--- src/rtl/spi_ram_arbiter_pkg.sv ---
// spi_ram_arbiter_pkg: shared widths, RAM command encodings and arbiter FSM states
package spi_ram_arbiter_pkg;
  localparam int MEM_WIDTH = 8;
  localparam int ADDR_SIZE = 8;
  localparam int TIMEOUT_CYC_DEF = 16;
  typedef enum logic [1:0] {
    WR_ADDR = 2'b00,
    WR_DATA = 2'b01,
    RD_ADDR = 2'b10,
    RD_DATA = 2'b11
  } spi_ram_cmd_e;
  typedef enum logic [2:0] {
    S_IDLE,
    S_ADDR,
    S_DATA,
    S_WAIT,
    S_RESP
  } arb_state_e;
endpackage

--- src/rtl/spi_ram_rr_grant.sv ---
// spi_ram_rr_grant: 2-way round-robin grant; ptr picks the winner only on contention
module spi_ram_rr_grant (
  input  logic [1:0] req,
  input  logic       ptr,
  input  logic       en,
  output logic [1:0] grant,
  output logic       next_ptr
);
  assign grant = !en ? 2'b00 : (&req) ? (ptr ? 2'b10 : 2'b01) : req;
  assign next_ptr = (|grant) ? grant[0] : ptr;
endmodule

--- src/rtl/spi_ram_arbiter.sv ---
// spi_ram_arbiter: round-robin front end serialising two requesters onto the SPI RAM command stream
// Optional SPI_RAM_ARB_TIMEOUT_EN adds rsp_err and a read-wait timeout of TIMEOUT_CYC cycles.
module spi_ram_arbiter
  import spi_ram_arbiter_pkg::*;
#(
  parameter int TIMEOUT_CYC = TIMEOUT_CYC_DEF
) (
  input  logic                   clk,
  input  logic                   rst_n,
  input  logic [1:0]             req_valid,
  input  logic [1:0]             req_we,
  input  logic [2*ADDR_SIZE-1:0] req_addr,
  input  logic [2*MEM_WIDTH-1:0] req_wdata,
  output logic [1:0]             req_ready,
  output logic [1:0]             rsp_valid,
  output logic [MEM_WIDTH-1:0]   rsp_rdata,
  output logic [MEM_WIDTH+1:0]   ram_din,
  output logic                   ram_rx_valid,
  input  logic [MEM_WIDTH-1:0]   ram_dout,
`ifdef SPI_RAM_ARB_TIMEOUT_EN
  output logic                   rsp_err,
`endif
  input  logic                   ram_tx_valid
);
  arb_state_e             r_state;
  logic                   r_ptr;
  logic                   r_g;
  logic                   r_we;
  logic [ADDR_SIZE-1:0]   r_addr;
  logic [MEM_WIDTH-1:0]   r_wdata;
  logic [MEM_WIDTH+1:0]   r_din;
  logic                   r_rx;
  logic [1:0]             r_rsp_valid;
  logic [MEM_WIDTH-1:0]   r_rdata;
  logic [1:0]             w_grant;
  logic                   w_next_ptr;
  logic                   w_en;
  logic                   w_gsel;
  logic                   w_we;
  logic [ADDR_SIZE-1:0]   w_addr;
  logic [MEM_WIDTH-1:0]   w_wdata;
  logic [1:0]             w_onehot;
`ifdef SPI_RAM_ARB_TIMEOUT_EN
  localparam int CW = $clog2(TIMEOUT_CYC + 1);
  logic [CW-1:0] r_cnt;
  logic          r_err;
  assign rsp_err = r_err;
`endif
  // Gate with rst_n so no accept pulse escapes while reset is held
  assign w_en = rst_n && (r_state == S_IDLE);
  spi_ram_rr_grant u_grant (
    .req      (req_valid),
    .ptr      (r_ptr),
    .en       (w_en),
    .grant    (w_grant),
    .next_ptr (w_next_ptr)
  );
  assign w_gsel   = w_grant[1];
  assign w_we     = req_we[w_gsel];
  assign w_addr   = w_gsel ? req_addr[ADDR_SIZE +: ADDR_SIZE] : req_addr[0 +: ADDR_SIZE];
  assign w_wdata  = w_gsel ? req_wdata[MEM_WIDTH +: MEM_WIDTH] : req_wdata[0 +: MEM_WIDTH];
  assign w_onehot = r_g ? 2'b10 : 2'b01;
  assign req_ready    = w_grant;
  assign rsp_valid    = r_rsp_valid;
  assign rsp_rdata    = r_rdata;
  assign ram_din      = r_din;
  assign ram_rx_valid = r_rx;
  always_ff @(posedge clk or negedge rst_n) begin
    if (!rst_n) begin
      r_state     <= S_IDLE;
      r_ptr       <= 1'b0;
      r_g         <= 1'b0;
      r_we        <= 1'b0;
      r_addr      <= '0;
      r_wdata     <= '0;
      r_din       <= '0;
      r_rx        <= 1'b0;
      r_rsp_valid <= 2'b00;
      r_rdata     <= '0;
`ifdef SPI_RAM_ARB_TIMEOUT_EN
      r_cnt       <= '0;
      r_err       <= 1'b0;
`endif
    end else begin
      case (r_state)
        S_IDLE: if (|w_grant) begin
          r_g     <= w_gsel;
          r_we    <= w_we;
          r_addr  <= w_addr;
          r_wdata <= w_wdata;
          r_ptr   <= w_next_ptr;
          r_din   <= {w_we ? WR_ADDR : RD_ADDR, w_addr};
          r_rx    <= 1'b1;
          r_state <= S_ADDR;
        end
        S_ADDR: begin
          r_din   <= {r_we ? WR_DATA : RD_DATA, r_we ? r_wdata : {MEM_WIDTH{1'b0}}};
          r_state <= S_DATA;
        end
        S_DATA: begin
          r_din       <= '0;
          r_rx        <= 1'b0;
          r_rsp_valid <= r_we ? w_onehot : 2'b00;
          r_state     <= r_we ? S_RESP : S_WAIT;
`ifdef SPI_RAM_ARB_TIMEOUT_EN
          r_cnt       <= '0;
`endif
        end
        S_WAIT: if (ram_tx_valid) begin
          r_rsp_valid <= w_onehot;
          r_rdata     <= ram_dout;
          r_state     <= S_RESP;
        end
`ifdef SPI_RAM_ARB_TIMEOUT_EN
        else if (r_cnt == CW'(TIMEOUT_CYC - 1)) begin
          r_rsp_valid <= w_onehot;
          r_err       <= 1'b1;
          r_state     <= S_RESP;
        end else r_cnt <= r_cnt + 1'b1;
`endif
        S_RESP: begin
          r_rsp_valid <= 2'b00;
          r_rdata     <= '0;
`ifdef SPI_RAM_ARB_TIMEOUT_EN
          r_err       <= 1'b0;
`endif
          r_state     <= S_IDLE;
        end
        default: r_state <= S_IDLE;
      endcase
    end
  end
endmodule

--- config.mk ---
export PLATFORM = sky130hd
export DESIGN_NAME = spi_ram_arbiter
export DESIGN_NICKNAME = d
export VERILOG_FILES = /design/src/rtl/spi_ram_arbiter_pkg.sv /design/src/rtl/spi_ram_rr_grant.sv /design/src/rtl/spi_ram_arbiter.sv
export SDC_FILE = /design/constraint.sdc
export NUM_CORES = 1
export LEC_CHECK = 0
export BUFFER_PORTS_ARGS = -buffer_cell sky130_fd_sc_hd__buf_2
export CAP_MARGIN = 20
export CORE_UTILIZATION = 45
export DETAILED_ROUTE_END_ITERATION = 10
export HOLD_SLACK_MARGIN = 0.06
export PLACE_DENSITY = 0.75
export SLEW_MARGIN = 20
export SYNTH_ARGS = -nofsm -noshare
export SYNTH_HDL_FRONTEND = slang
export SYNTH_HIERARCHICAL = 1
export SYNTH_SLANG_ARGS = --single-unit
--- constraint.sdc ---
create_clock -name clk -period 3.57 [get_ports clk]
set_input_delay 1.071 -clock clk [delete_from_list [all_inputs] [get_ports clk]]
set_output_delay 1.071 -clock clk [all_outputs]
set_load 0.005 [all_outputs]
==> results of run 1 <==
-- state kept, by name (all words and copies together) (netlist names), 2 cells and up --
register,count
ram_din,10
r_wdata,8
rsp_rdata,8
r_state,3
rsp_valid,2
-- layout make-up --
| cell class | instances | area, sq um | share of cell area, % |
|---|---|---|---|
| clock buffer | 6 | 72.6 | 3.14 |
| inverter | 5 | 18.8 | 0.812 |
| timing repair buffer | 75 | 390 | 16.9 |
| sequential | 35 | 876 | 37.9 |
| tap | 50 | 62.6 | 2.71 |
| multi-input combinational | 128 | 891 | 38.5 |
-- power by group through the flow --
stage / Clock (mW) / Sequential, mW / Combinational (mW)
2_1_floorplan: 0 / 0.696 / 0.603
3_3_place_gp: 0 / 0.703 / 0.814
3_5_place_dp: 0 / 0.708 / 0.836
4_1_cts: 0.266 / 0.704 / 0.837
5_1_grt: 0.284 / 0.725 / 0.935
6_report: 0.258 / 0.703 / 0.837
-- cell usage after synthesis --
master	n	share of area (%)
a31oi_1	10	3.4
nand2b_1	2	0.67
or4_4	1	0.61
o32ai_1	1	0.47
buf_4	1	0.40
and3_1	3	1.0
mux2i_1	1	0.54
nand4b_1	1	0.47
dfrtp_1	35	47
nor3_1	1	0.27
or2_2	1	0.34
a21oi_2	2	0.94
buf_1	2	0.40
buf_6	3	1.8
and2_1	2	0.67
inv_1	5	1.0
buf_2	2	0.54
clkbuf_1	7	1.4
nor3b_1	2	0.81
nor4bb_1	1	0.54
xnor2_1	1	0.47
a21oi_1	25	6.7
mux2_2	26	16
nand2_1	13	2.6
and2_4	1	0.47
o21ai_0	16	4.3
nor2_1	3	0.61
o21bai_1	2	0.81
o22ai_1	8	2.7
a22o_1	3	1.4
o21a_1	1	0.40
or4_1	1	0.40
-- worst min-delay path by stage --
stage,start,to,slack [ps],cells after the start
after detailed placement,rsp_valid[0],rsp_valid[0],500,1
after global placement,rsp_valid[0],rsp_valid[0],490,1
final,rsp_valid[1],rsp_valid[1],500,1
after CTS,rsp_valid[0],rsp_valid[0],510,1
after global routing,rsp_valid[1],rsp_valid[1],540,1
after floorplan,r_wdata[0],r_wdata[0],480,1
-- cell families (layout without fill, tap and decap cells) --
kind of cell           after synthesis  after routing
XOR/XNOR                             1              1
buffers and inverters               20             86
multiplexers                        27             27
flip-flops                          35             35
AND/OR/NAND/NOR                     32             32
AO/OA/AOI/OAI                       68             68
-- metal layers --
metal / part of all wire (%) / global-route usage, %
met5: 0 / 0
met4: 1.6 / 12.0
met3: 5.1 / 4.66
met2: 48 / 31.8
met1: 45 / 28.2
==> key figures, run 1 <==
Min path
  – Hold Crit Class: reg -> reg

Power and ir drop
  – Gate power share: 46.6%
  – Switching power of the nets: 0.676 mW
  – Pwr Density: 778 nW/um^2
  – Pint: 1.12 mW
  – Leakage power: 1.07 nW
  – Max VDD drop: 0.327 mV
  – Net Sw Frac: 37.6%
  – Clock share of power: 14.4%
  – Total power draw: 1.80 mW
  – Share of power burned in registers: 39.1%

Synthesis
  – Complex-gate fraction of the synthesized area: 21.1%
  – #FFs+latches synth: 35
  – Largest family of logic cells by synthesized area: compound AO/OA/AOI/OAI gates
  – Adder-cell share of the synthesized area: 0%
  – Post-synthesis mux area share: 16.3%
  – Xor/xnor share of the synthesized area: 0.471%
  – Synth Cell Area: 1860 sq um
  – Register area share after synthesis: 47.1%
  – Mapped Cells: 183
  – Post-Synth Simple-Gate Area: 9.48%
  – Syn_area_per_cell: 10.2 sq um
  – Cell variety after synth: 32
  – Synthesized Nets: 230
  – Synth Warn #: 6

Worst setup path
  – CP Max Fanout: 5
  – Req. time, crit path: 2500 ps
  – Levels on crit path: 5
  – Crit Path Category: in -> out
  – CP arrival: 1970 ps
  – Crit. End Element: output port
  – Crit path capture: req_ready[0]
  – R2R cell count: 9
  – Bufs and invs on worst path: 2
  – Reg-to-Reg Start: r_state[2]
  – Cell mode on critical path: buf_2
  – Crit-path max cell delay: 340 ps
  – Startpoint types: primary input
  – Critical path cell sequence: buf_2 -> and2_1 -> nand2_1 -> a21oi_1 -> buf_2
  – Reg-to-reg endpoint: r_wdata[6]
  – Slowest cell on crit path: a21oi_1
  – Start point of the critical path: rst_n
  – Top Family by Delay on Critical Path: compound AO/OA/AOI/OAI gates
  – Flop-to-flop setup slack: 1100 ps

Run status
  – Status: complete, no violations

Clock network
  – TritonCTS clock tree: yes
  – Clock Pin Slew Worst Setup and Hold Paths: 60 ps
  – Clk buf depth: 2
  – CTS resizes: 0
  – Worst-Skew Late Latency: 290 ps
  – Clock root buffer: clkbuf_8
  – TritonCTS buffer count: 5
  – TritonCTS Sinks: 35
  – CTS H-tree depth: 2
  – CTS Hold Bufs: 0
  – Post-CTS setup buffer count: 0

STA
  – # setup viols final: 0
  – Setup ws final: 529 ps
  – Setup_tns: 0 ps
  – Least-Margin Pin Slew: 631 ps
  – Fmax: 329 MHz
  – Clk_skew: 2.14 ps
  – Smallest hold slack: 503 ps
  – RSZ-0062 raised after global routing: no
  – Final worst path period share: 85.2%
  – Min cycle time layout: 3040 ps
  – Final slew viol count: 0
  – Slew margin rel.: 57.3%
  – Final Hold Viols: 0

Placement
  – Post-placement cell count: 293
  – DPL Wire Length: 2970 um
  – Input/output buffers: 69
  – DP Worst Slack: 538 ps
  – GPL Wtd Cong: 0.772
  – Area post-placement: 2230 sq um

GRT
  – Total gr overflow: 0
  – Vias in the first global route: 1432
  – Global-route wire length before repair: 6710 um
  – Pin count of the biggest net entering global routing: 36
  – Gr usage total: 21.2%
  – Initial antenna violation count: 0

Final layout
  – Layout cells sized above 1: 45.4%
  – Filler cells: 369
  – Most frequent cells in the layout: buf_2, dfrtp_1, mux2_2
  – Synth-to-layout area growth: 24.2%
  – Non-filler cells, final: 299
  – Final core utilization: 58.2%
  – # diodes: 0
  – Most common cell after layout, fill and taps aside: buf_2
  – Final net count: 297
  – Post-route cell area: 2310 sq um

Floorplan
  – Initial core utilization: 46.8%
  – Row Count: 23
  – Die H: 66.3 um
  – Core box area: 3970 sq um
  – I/O pin count: 70
  – Die Wd: 66.3 um
  – Die footprint: 4400 sq um

Routing
  – Total number of vias: 1628
  – 1st-iter DRT viols: 135
  – DR DRC count: 0
  – Post-DR wirelength/cell: 14.1 um
  – Vias per cell: 5.44
  – WL final: 4220 um
  – Pre-antenna DRT Iters: 4
  – Post-route antenna net violation count: 0

Run
  – Max cap viols: 0
(Power assumes the default switching activity.)
==> run 2, diff against run 1 <==
PLACE_DENSITY = 0.71   (was 0.75)
clock period = 3 ns   (was 3.57 ns; I/O delays follow)
==> run 2 against run 1 <==
Clock skew increased by 2.8 ps; critical path type is now reg -> out; worst setup slack got worse by 96 ps; register-to-register slack got worse by 390 ps; highest routed layer unchanged; via count increased by 0.25%; critical path depth increased by 1; critical endpoint unchanged.
==> key figures, run 2 (synthesis gave the netlist of run 1 again) <==
GRT
  – Gr usage total: 21.1% (-0.16 points)
  – Global-route wire length before repair: 6990 um (+4.2%)
  – Pin count of the biggest net entering global routing: 36 (unchanged)
  – Total gr overflow: 0 (unchanged)
  – Vias in the first global route: 1538 (+7.4%)
  – Initial antenna violation count: 0 (unchanged)

Final layout
  – # diodes: 0 (unchanged)
  – Synth-to-layout area growth: 25.2%
  – Register area: 876 sq um (unchanged)
  – Most frequent cells in the layout: buf_2, dfrtp_1, mux2_2
  – Most common cell after layout, fill and taps aside: buf_2
  – Final core utilization: 58.6% (+0.44 points)
  – Largest register FFs: 10 (unchanged)
  – Final net count: 299 (+0.67%)
  – Layout cells sized above 1: 45.5% (+0.073 points)
  – Area of the multi-input gates: 885 sq um (-0.70%)
  – Filler cells: 381 (+3.3%)
  – Non-filler cells, final: 303 (+1.3%)

STA
  – Final Hold Viols: 0 (unchanged)
  – Fmax: 390 MHz
  – Least-Margin Pin Slew: 943 ps (+312 ps)
  – Final worst path period share: 85.6%
  – # setup viols final: 0 (unchanged)
  – Slew margin rel.: 36.3% (-21 points)
  – Final slew viol count: 0 (unchanged)
  – Setup_tns: 0 ps (unchanged)
  – RSZ-0062 raised after global routing: no
  – Min cycle time layout: 2570 ps
  – Clk_skew: 4.91 ps (+2.77 ps)
  – Setup ws final: 433 ps (-96.2 ps)

Clock network
  – Clock root buffer: clkbuf_8
  – Worst-Skew Late Latency: 290 ps (about the same)
  – TritonCTS clock tree: yes
  – TritonCTS Sinks: 35 (unchanged)
  – Clock Pin Slew Worst Setup and Hold Paths: 60 ps (about the same)
  – TritonCTS buffer count: 5 (unchanged)
  – Clk buf depth: 2 (unchanged)
  – CTS H-tree depth: 2 (unchanged)
  – CTS resizes: 0 (unchanged)
  – CTS Hold Bufs: 0 (unchanged)
  – Post-CTS setup buffer count: 0 (unchanged)

Power and ir drop
  – Max VDD drop: 0.383 mV (+17%)
  – Gate power share: 46.2% (-0.4 points)
  – Clock share of power: 15.0% (+0.6 points)
  – Share of power burned in registers: 38.7% (-0.4 points)
  – Pint: 1.35 mW (+20%)
  – Leakage power: 1.08 nW (+1.4%)
  – Pwr Density: 923 nW/um^2 (+19%)
  – Switching power of the nets: 0.803 mW (+19%)
  – Net Sw Frac: 37.4% (-0.24 points)

Routing
  – Pre-antenna DRT Iters: 4 (unchanged)
  – Total number of vias: 1632 (+0.25%)
  – 1st-iter DRT viols: 113 (-16%)
  – WL final: 4150 um (-1.7%)
  – Post-DR wirelength/cell: 13.7 um (-3.0%)
  – Post-route antenna net violation count: 0 (unchanged)
  – Vias per cell: 5.39 (-1.1%)
  – DR DRC count: 0 (unchanged)

Worst setup path
  – CP arrival: 1670 ps (-300 ps)
  – CP Max Fanout: 5 (unchanged)
  – Crit Path Category: reg -> out
  – Req. time, crit path: 2100 ps (-400 ps)
  – Startpoint types: flop
  – Crit. End Element: output port
  – R2R cell count: 8 (-1)

Floorplan
  – I/O pin count: 70 (unchanged)
  – Die footprint: 4400 sq um (unchanged)
  – Row Count: 23 (unchanged)
  – Core box area: 3970 sq um (unchanged)
  – Die H: 66.3 um (unchanged)
  – Die Wd: 66.3 um (unchanged)
  – Initial core utilization: 46.8% (unchanged)

Placement
  – Input/output buffers: 69 (unchanged)
  – Post-placement cell count: 295 (+0.68%)
  – DP Worst Slack: 473 ps (-64.5 ps)
  – GPL Wtd Cong: 0.813 (+5.3%)
  – DPL Wire Length: 2960 um (-0.49%)

Min path
  – Hold Crit Class: reg -> reg
  – Cell count of the worst hold path: 1 (unchanged)

Run
  – Max cap viols: 0 (unchanged)

Run status
  – Status: complete, no violations
[run 2: cell count changes in the layout (fill, tap and decap cells not counted)]
cell,before,now
nor4bb_1,0,1
clkinv_2,0,1
clkbuf_1,1,2
nor4bb_2,1,0
buf_4,6,8
[run 2: power by group through the flow]
stage          registers, mW  logic [mW]  clock network, mW
2_1_floorplan          0.828       0.717                  0
3_3_place_gp           0.835       0.978                  0
3_5_place_dp           0.840       0.999                  0
4_1_cts                0.834        1.00              0.332
5_1_grt                0.862        1.12              0.353
6_report               0.833       0.994              0.323
[run 2: layout make-up]
class / instances / share of cell area, %
repair buffers: 77 / 17.4
well taps: 50 / 2.69
clock inverters: 1 / 0.215
inverters: 5 / 0.806
flip-flops and latches: 35 / 37.6
multi-input cells: 128 / 38.0
clock buffers: 7 / 3.28
[run 2: stage by stage]
step                hold WS [ps]  power, mW  cell area (sq um)
floorplan                    480       1.55               1860
global placement             490       1.81               2250
detailed placement           496       1.84               2250
CTS                          514       2.17               2330
global route                 529       2.34               2330
finish                       512       2.15               2330
[run 2: worst paths after layout]
kind | from | endpoint | slack (ps)
worst max-delay path | r_state[2] | req_ready[0] | 430
worst min-delay path | r_wdata[4] | r_wdata[4] | 510
worst max register to register | r_state[2] | r_wdata[5] | 710
worst min register to register | r_wdata[4] | r_wdata[4] | 510
max in group asynchronous | rst_n | r_g | 2020
min in group asynchronous | rst_n | r_wdata[5] | 670
[run 2: worst max-delay path, stage by stage (launching register included)]
cell and delay (ps):
dfrtp_1 390, nor3_1 210, buf_4 160, and2_1 170, nand2_1 90, a21oi_1 200
buf_2 160
[run 2: per-layer routing]
layer | track usage (%) | vias up | share of wire (%)
met5 | 0 | - | 0
met4 | 8.78 | 0 | 2.1
met3 | 3.62 | 9 | 3.6
met2 | 32.9 | 36 | 48
met1 | 28.6 | 774 | 47
li1 | - | 813 | -
